<file path="src/rtl/deserializer_1to32_sync.sv">
// ---------------------------------------------------------------------------
// deserializer_1to32_sync
//
// Purpose:
//   Receive-side partner of the 32-to-1 serializer. Gathers an MSB-first
//   serial stream into 32-bit words, hunts bit-by-bit for SYNC_WORD, then
//   emits FRAME_WORDS data words per frame before re-checking the sync word.
//   Up to MAX_MISS-1 consecutive bad sync words are tolerated (flywheel)
//   before lock is dropped and the hunt restarts.
//
// Ports:
//   clk          in   1   system clock, rising edge
//   reset        in   1   synchronous, active-high reset
//   data_in      in   1   serial data, MSB of each word first
//   in_valid     in   1   data_in carries a valid bit this cycle
//   data_out     out  32  last captured data word, held until next capture
//   data_valid   out  1   one-cycle pulse when data_out is updated
//   locked       out  1   high while in DATA or CHECK
//   sync_err     out  1   one-cycle pulse per sync-word mismatch in CHECK
//   frame_start  out  1   one-cycle pulse when a sync word is accepted
// ---------------------------------------------------------------------------
module deserializer_1to32_sync #(
   parameter logic [31:0] SYNC_WORD   = 32'hA5C3_0F1E,
   parameter int          FRAME_WORDS = 4,
   parameter int          MAX_MISS    = 2
) (
   input  logic        clk,
   input  logic        reset,
   input  logic        data_in,
   input  logic        in_valid,
   output logic [31:0] data_out,
   output logic        data_valid,
   output logic        locked,
   output logic        sync_err,
   output logic        frame_start
);

   localparam logic [7:0] LP_FRAME_WORDS = 8'(FRAME_WORDS);
   localparam logic [3:0] LP_MAX_MISS    = 4'(MAX_MISS);

   typedef enum logic [1:0] {
      ST_HUNT  = 2'd0,
      ST_DATA  = 2'd1,
      ST_CHECK = 2'd2
   } state_t;

   state_t      r_state;
   logic [31:0] r_sr;
   logic [4:0]  r_bit_cnt;
   logic [7:0]  r_word_cnt;
   logic [3:0]  r_miss_cnt;
   logic [31:0] r_data_out;
   logic        r_data_valid;
   logic        r_locked;
   logic        r_sync_err;
   logic        r_frame_start;

   // Shift register contents as they will be after this cycle's bit.
   logic [31:0] w_nxt;
   logic        w_sync_hit;
   logic        w_last_bit;

   assign w_nxt      = {r_sr[30:0], data_in};
   assign w_sync_hit = (w_nxt == SYNC_WORD);
   assign w_last_bit = (r_bit_cnt == 5'd31);

   always_ff @(posedge clk) begin
      if (reset) begin
         r_state       <= ST_HUNT;
         r_sr          <= '0;
         r_bit_cnt     <= '0;
         r_word_cnt    <= '0;
         r_miss_cnt    <= '0;
         r_data_out    <= '0;
         r_data_valid  <= 1'b0;
         r_locked      <= 1'b0;
         r_sync_err    <= 1'b0;
         r_frame_start <= 1'b0;
      end else begin
         // Pulses default low; only a valid bit can raise one.
         r_data_valid  <= 1'b0;
         r_sync_err    <= 1'b0;
         r_frame_start <= 1'b0;

         if (in_valid) begin
            r_sr <= w_nxt;

            case (r_state)
               ST_HUNT: begin
                  // Compare on every bit so any alignment offset is found.
                  if (w_sync_hit) begin
                     r_state       <= ST_DATA;
                     r_bit_cnt     <= '0;
                     r_word_cnt    <= '0;
                     r_miss_cnt    <= '0;
                     r_frame_start <= 1'b1;
                     r_locked      <= 1'b1;
                  end
               end

               ST_DATA: begin
                  if (w_last_bit) begin
                     r_data_out   <= w_nxt;
                     r_data_valid <= 1'b1;
                     r_bit_cnt    <= '0;
                     if (r_word_cnt + 8'd1 == LP_FRAME_WORDS) begin
                        r_word_cnt <= '0;
                        r_state    <= ST_CHECK;
                     end else begin
                        r_word_cnt <= r_word_cnt + 8'd1;
                     end
                  end else begin
                     r_bit_cnt <= r_bit_cnt + 5'd1;
                  end
               end

               ST_CHECK: begin
                  if (w_last_bit) begin
                     r_bit_cnt  <= '0;
                     r_word_cnt <= '0;
                     if (w_sync_hit) begin
                        r_miss_cnt    <= '0;
                        r_frame_start <= 1'b1;
                        r_state       <= ST_DATA;
                     end else begin
                        r_sync_err <= 1'b1;
                        if (r_miss_cnt + 4'd1 == LP_MAX_MISS) begin
                           r_state    <= ST_HUNT;
                           r_locked   <= 1'b0;
                           r_miss_cnt <= '0;
                        end else begin
                           // Flywheel: keep alignment and carry on with data.
                           r_miss_cnt <= r_miss_cnt + 4'd1;
                           r_state    <= ST_DATA;
                        end
                     end
                  end else begin
                     r_bit_cnt <= r_bit_cnt + 5'd1;
                  end
               end

               default: begin
                  r_state  <= ST_HUNT;
                  r_locked <= 1'b0;
               end
            endcase
         end
      end
   end

   assign data_out    = r_data_out;
   assign data_valid  = r_data_valid;
   assign locked      = r_locked;
   assign sync_err    = r_sync_err;
   assign frame_start = r_frame_start;

endmodule

</file>
<file path="config.mk">
export PLATFORM = sky130hd
export DESIGN_NAME = deserializer_1to32_sync
export DESIGN_NICKNAME = d
export VERILOG_FILES = /design/src/rtl/deserializer_1to32_sync.sv
export SDC_FILE = /design/constraint.sdc
export NUM_CORES = 1
export LEC_CHECK = 0
export CAP_MARGIN = 20
export CORE_ASPECT_RATIO = 0.7
export CORE_MARGIN = 10
export CORE_UTILIZATION = 50
export CTS_BUF_LIST = sky130_fd_sc_hd__clkbuf_8
export DETAILED_ROUTE_END_ITERATION = 10
export PLACE_DENSITY = 0.68
export SYNTH_ARGS = -nofsm -noshare
export SYNTH_HDL_FRONTEND = slang
export SYNTH_SLANG_ARGS = --single-unit
</file>
<file path="constraint.sdc">
create_clock -name clk -period 2.6 [get_ports clk]
set_input_delay 0.39 -clock clk [delete_from_list [all_inputs] [get_ports clk]]
set_output_delay 0.39 -clock clk [all_outputs]
set_load 0.01 [all_outputs]
</file>
; ---- Word-level counts from Yosys, hierarchy flattened
; Cells that the tools add are included.
; W data, S select, Z words.
[totals]
elab_cells = 73
reg_bits = 86
inputBits = 4
output_inout_bits = 36
[classes]
muxes = 30
reduce_logical = 14
bitwise = 4
eq_ne = 12
add_sub_neg = 3
[op_table]
columns = op, count
row1 = $eq A32 B32 Y1 const B, 1
row2 = $mux W8, 4
row3 = $pmux W8 S3, 1
row4 = $mux W4, 4
row5 = $ne A2 B2 Y1 const B, 6
row6 = $mux W1, 10
row7 = $mux W5, 2
row8 = $pmux W5 S2, 1
row9 = $reduce_and A5 Y1, 2
row10 = $add A8 B1 Y8 const B, 1
row11 = $eq A8 B3 Y1 const B, 1
row12 = $mux W2, 4
row13 = $pmux W4 S2, 1
row14 = $pmux W2 S3, 1
row15 = $reduce_and A3 Y1, 2
row16 = $reduce_and A6 Y1, 1
row17 = $add A5 B1 Y5 const B, 1
row18 = $eq A5 B5 Y1 const B, 1
row19 = $add A4 B1 Y4 const B, 1
row20 = $eq A4 B2 Y1 const B, 1
row21 = $not A1 Y1, 4
row22 = $reduce_and A4 Y1, 1
row23 = $reduce_bool A2 Y1, 2
row24 = $reduce_or A2 Y1, 2
row25 = other kinds (8), 8

; ---- Depth between registers and ports, before layout
[depth]
depth_word = 6
ltp_mapped = 8
mapped_depth_nobuf = 8

; ---- Worst setup path after synthesis
; Ideal clock, no wire load.
[synth_path]
kind = register -> register
startpoint = register r_bit_cnt[0]
endpoint = register r_state[0]
arrival_ns = 1.770
required_ns = 2.513
setup_slack_ns = 0.743
period_less_slack_ns = 1.857
path_buffers = 0
path_stages_with_launch = 9
setup_time_ns = 0.087
path_cell_list = dfxtp_1 ha_1 and3_1 ha_1 nand2b_1 nor2b_1 a21o_1 a311o_1 o31ai_1
[synth_via]
elab_chain_cells = 3
word_cells_on_any_way = 4
classes_between = eq/ne (3) / reduce/logical (1)
[synth_lines]
columns = element, line_no
row1 = start: declaration, 49  ; logic [4:0] r_bit_cnt;
row2 = start signal: assignment, 113  ; r_bit_cnt <= r_bit_cnt + 5'd1;
row3 = start signal: assignment, 138  ; r_bit_cnt <= r_bit_cnt + 5'd1;
row4 = $eq A5 B5 Y1 (*), 65  ; assign w_last_bit = (r_bit_cnt == 5'd31);
row5 = net w_last_bit, 61  ; logic w_last_bit;
row6 = $ne A2 B2 Y1 (no line), -
row7 = $reduce_and A5 Y1 (no line) (*), -
row8 = end signal: assignment, 69  ; r_state <= ST_HUNT;
row9 = end signal: assignment, 92  ; r_state <= ST_DATA;
row10 = end signal: assignment, 108  ; r_state <= ST_CHECK;
row11 = end: declaration, 47  ; state_t r_state;
; Mark *: on every way through the listed nets, which the timed path passes. The rest lies on a longest branch.
; A chain may end at the register's enable or synchronous reset.

; ---- Worst setup path after layout
[layout_path]
startpoint = register r_state[0]
endpoint = register r_bit_cnt[2]
[layout_via]
elab_chain_cells = 4
word_cells_on_any_way = 8
classes_between = eq/ne (3) / mux (1) / reduce/logical (4)
[layout_lines]
columns = element, line_no
row1 = $eq A2 B2 Y1 / $eq A2 B1 Y1 (equally long branches), 88  ; case (r_state)
row2 = $reduce_or A2 Y1 (no line), -
row3 = $reduce_bool A2 Y1 (no line), -
row4 = $reduce_and A3 Y1 (no line), -
; Parallel ways exist; a longest one is shown, timed or not.

==> qor.txt <==
worst hold path depth -> 2
row cnt -> 26
Core Area -> 7290 µm²
element type at the critical path end -> flip-flop
Cell Count, Final, Fillers Out -> 554
Crit path depth -> 6
xor/xnor cell area share of the yosys netlist -> 0.00702
sequential share of the synthesized area -> 0.460
Final ANT Viol Nets -> 0
commonest cells in the netlist -> dfxtp_1, nand2_1, a21oi_1
FMAX -> 0.458 GHz
initial antenna violation count -> 0
Post-synth EDFFs -> 0
Leak Pwr -> 1.59 nW
kind of cell adding the most delay to the critical path -> compound AO/OA/AOI/OAI gates
RSZ-0062 raised after global routing -> false
Pre-antenna DRT Iters -> 5
Resized cells post-CTS -> 0
Chip Height -> 92.4 µm
Crit path buffers/inverters -> 2
CTS Hold Bufs -> 0
area grow syn2layout -> 17.4%
worst skew pair latency -> 360 ps
placed cells -> 538
worst vdd ir -> 0.000303 V
Synth Register Bits -> 86
mapped cell area -> 3740 µm²
outcome -> completed
Final period util -> 0.839
CP dominant cell by count -> inv_1
Pins Over Slew Limit -> 0
layout cells sized above 1 -> 0.0833
Root Driver -> clkbuf_8
io pins -> 40
power per standard cell area -> 546 nW/µm²
# port buffers -> 39
final wirelength -> 8200 µm
post-synthesis mux area share -> 0.0936
maxcap violations -> 0
Yosys warning total -> 0
vias per cell -> 5.38
Nets -> 464
vias in the first global route -> 2778
routed via count -> 2983
Critical Path Max Stage Delay -> 440 ps
TritonCTS clock tree -> built
top cell type's share of synthesized area -> 0.460
first-pass GRT wire length -> 13900 µm
Hold Path Class -> reg2reg
worst slack, placed -> 191 ps
post-layout minimum cycle time -> 2180 ps
drt wl/cell -> 14.8 µm
Total GRT Usage -> 0.148
syn avg cell area -> 8.93 µm²
top post-synthesis cells by area -> dfxtp_1, mux2i_1, nand2_1, a21oi_1, nor2_1
Critical-path top delay cell -> ha_1
post-synth top area cell -> dfxtp_1
Synth Flop Type -> dfxtp_1
cell count after synthesis -> 419
# setup viols final -> 0
Hold Vio Cnt, Final -> 0
Layout Skew -> 10.7 ps
Async SR Flop Fraction -> 0
GRT overflow -> 0
Clock Tree Buf Depth -> 2
distinct cell type count after synthesis -> 52
worst-path fanout max -> 11
Slew @ Worst Pin -> 518 ps
Setup TNS Final -> 0 ps
critical path arrival -> 2440 ps
largest net degree at the start of global routing -> 41
most common cell in the netlist -> dfxtp_1
total CTS buffers -> 9
Die Width -> 123 µm
gpl congestion -> 0.801
R2R cell count -> 6
die footprint -> 11400 µm²
main combinational cell family by area after synthesis -> simple AND/OR/NAND/NOR gates
Worst EP required -> 2860 ps
postcts setup bufs -> 0
Post-Synthesis Net Count -> 432
number of diodes -> 0
Sinks on Clock Net -> 86
Synth Area in Simple Gates -> 0.248
complex-gate fraction of the synthesized area -> 0.124
Initial DRC Count -> 280
worst setup margin -> 419 ps
Setup CP Type -> reg2reg
DP HPWL -> 5810 µm
worst path cell trace -> inv_1, ha_1, inv_1, o31a_1, or3b_4, o41ai_2
Residual DRC -> 0
headroom to the max-slew limit -> 0.655
Critical Path Source Type -> flip-flop
H-tree Lvls -> 3
Post-Synth Adder-Cell Area -> 0.0301
Initial Utilization -> 0.514
Clock transition at path regs -> 90 ps
-- metal layers --
layer  global-route usage  routed length (µm)
met1                0.206                4150
met5                    0                   0
met2                0.210                3430
met3               0.0534                 557
met4               0.0406                  71
-- metrics by stage --
step | utilization | total power [mW] | hold WS (ps) | cell area [µm²]
5_1_grt | 0.603 | 2.49 | 469 | 4390
3_3_place_gp | 0.577 | 1.53 | 443 | 4200
6_report | 0.603 | 2.40 | 456 | 4390
4_1_cts | 0.603 | 2.42 | 456 | 4390
2_1_floorplan | - | 1.49 | 440 | 3740
3_5_place_dp | 0.577 | 1.53 | 446 | 4200
-- flip-flops by register name, summed over array words and instances (netlist names) --
signal and flops:
data_out 32, data_valid 1, frame_start 1, locked 1
r_bit_cnt 5, r_miss_cnt 4, r_sr 31, r_state 2
r_word_cnt 8, sync_err 1
-- worst paths after layout --
kind                                  start           end  slack, ps
worst max-delay path             r_state[0]  r_bit_cnt[2]        420
worst min-delay path            data_out[3]   data_out[3]        460
worst max register to register   r_state[0]  r_bit_cnt[2]        420
worst min register to register  data_out[3]   data_out[3]        460
-- cells by family after synthesis --
group / after synthesis
multiplexers: 35
AO/OA/AOI/OAI: 73
adder cells (fa/ha/maj): 9
flip-flops: 86
AND/OR/NAND/NOR: 176
buffers and inverters: 37
XOR/XNOR: 3
-- layout make-up --
type / instances / area, µm²
clock buffers: 10 / 138
inverters: 12 / 45.0
repair buffers: 46 / 433
well taps: 98 / 123
clock inverters: 6 / 52.6
fillers: 652 / 2890
multi-input cells: 296 / 1880
flip-flops and latches: 86 / 1720
-- cells in the final DEF (no fill, tap or decap), types with 4 or more instances in the layout --
cell,count
dfxtp_1,86
nand2_1,76
a21oi_1,39
nor2_1,38
clkdlybuf4s50_1,37
mux2i_1,35
nand2b_1,13
inv_1,12
clkbuf_8,10
nand3_1,9
ha_1,9
o21ai_0,7
buf_4,7
nor4b_1,5
and3_1,4
nor2b_1,4
nor3_1,4
-- worst min-delay path, stage by stage (launching register included) --
cell and delay, ps:
dfxtp_1 320, nand2_1 50, a21oi_1 50
-- power by group --
group	total, mW	internal (mW)	leakage (nW)	switching (mW)
Clock	0.893	0.386	0.0910	0.507
Sequential	1.33	1.32	0.693	0.00587
Combinational	0.176	0.0608	0.805	0.116
Total	2.40	1.77	1.59	0.629
Power figures use the tool's default switching activity.
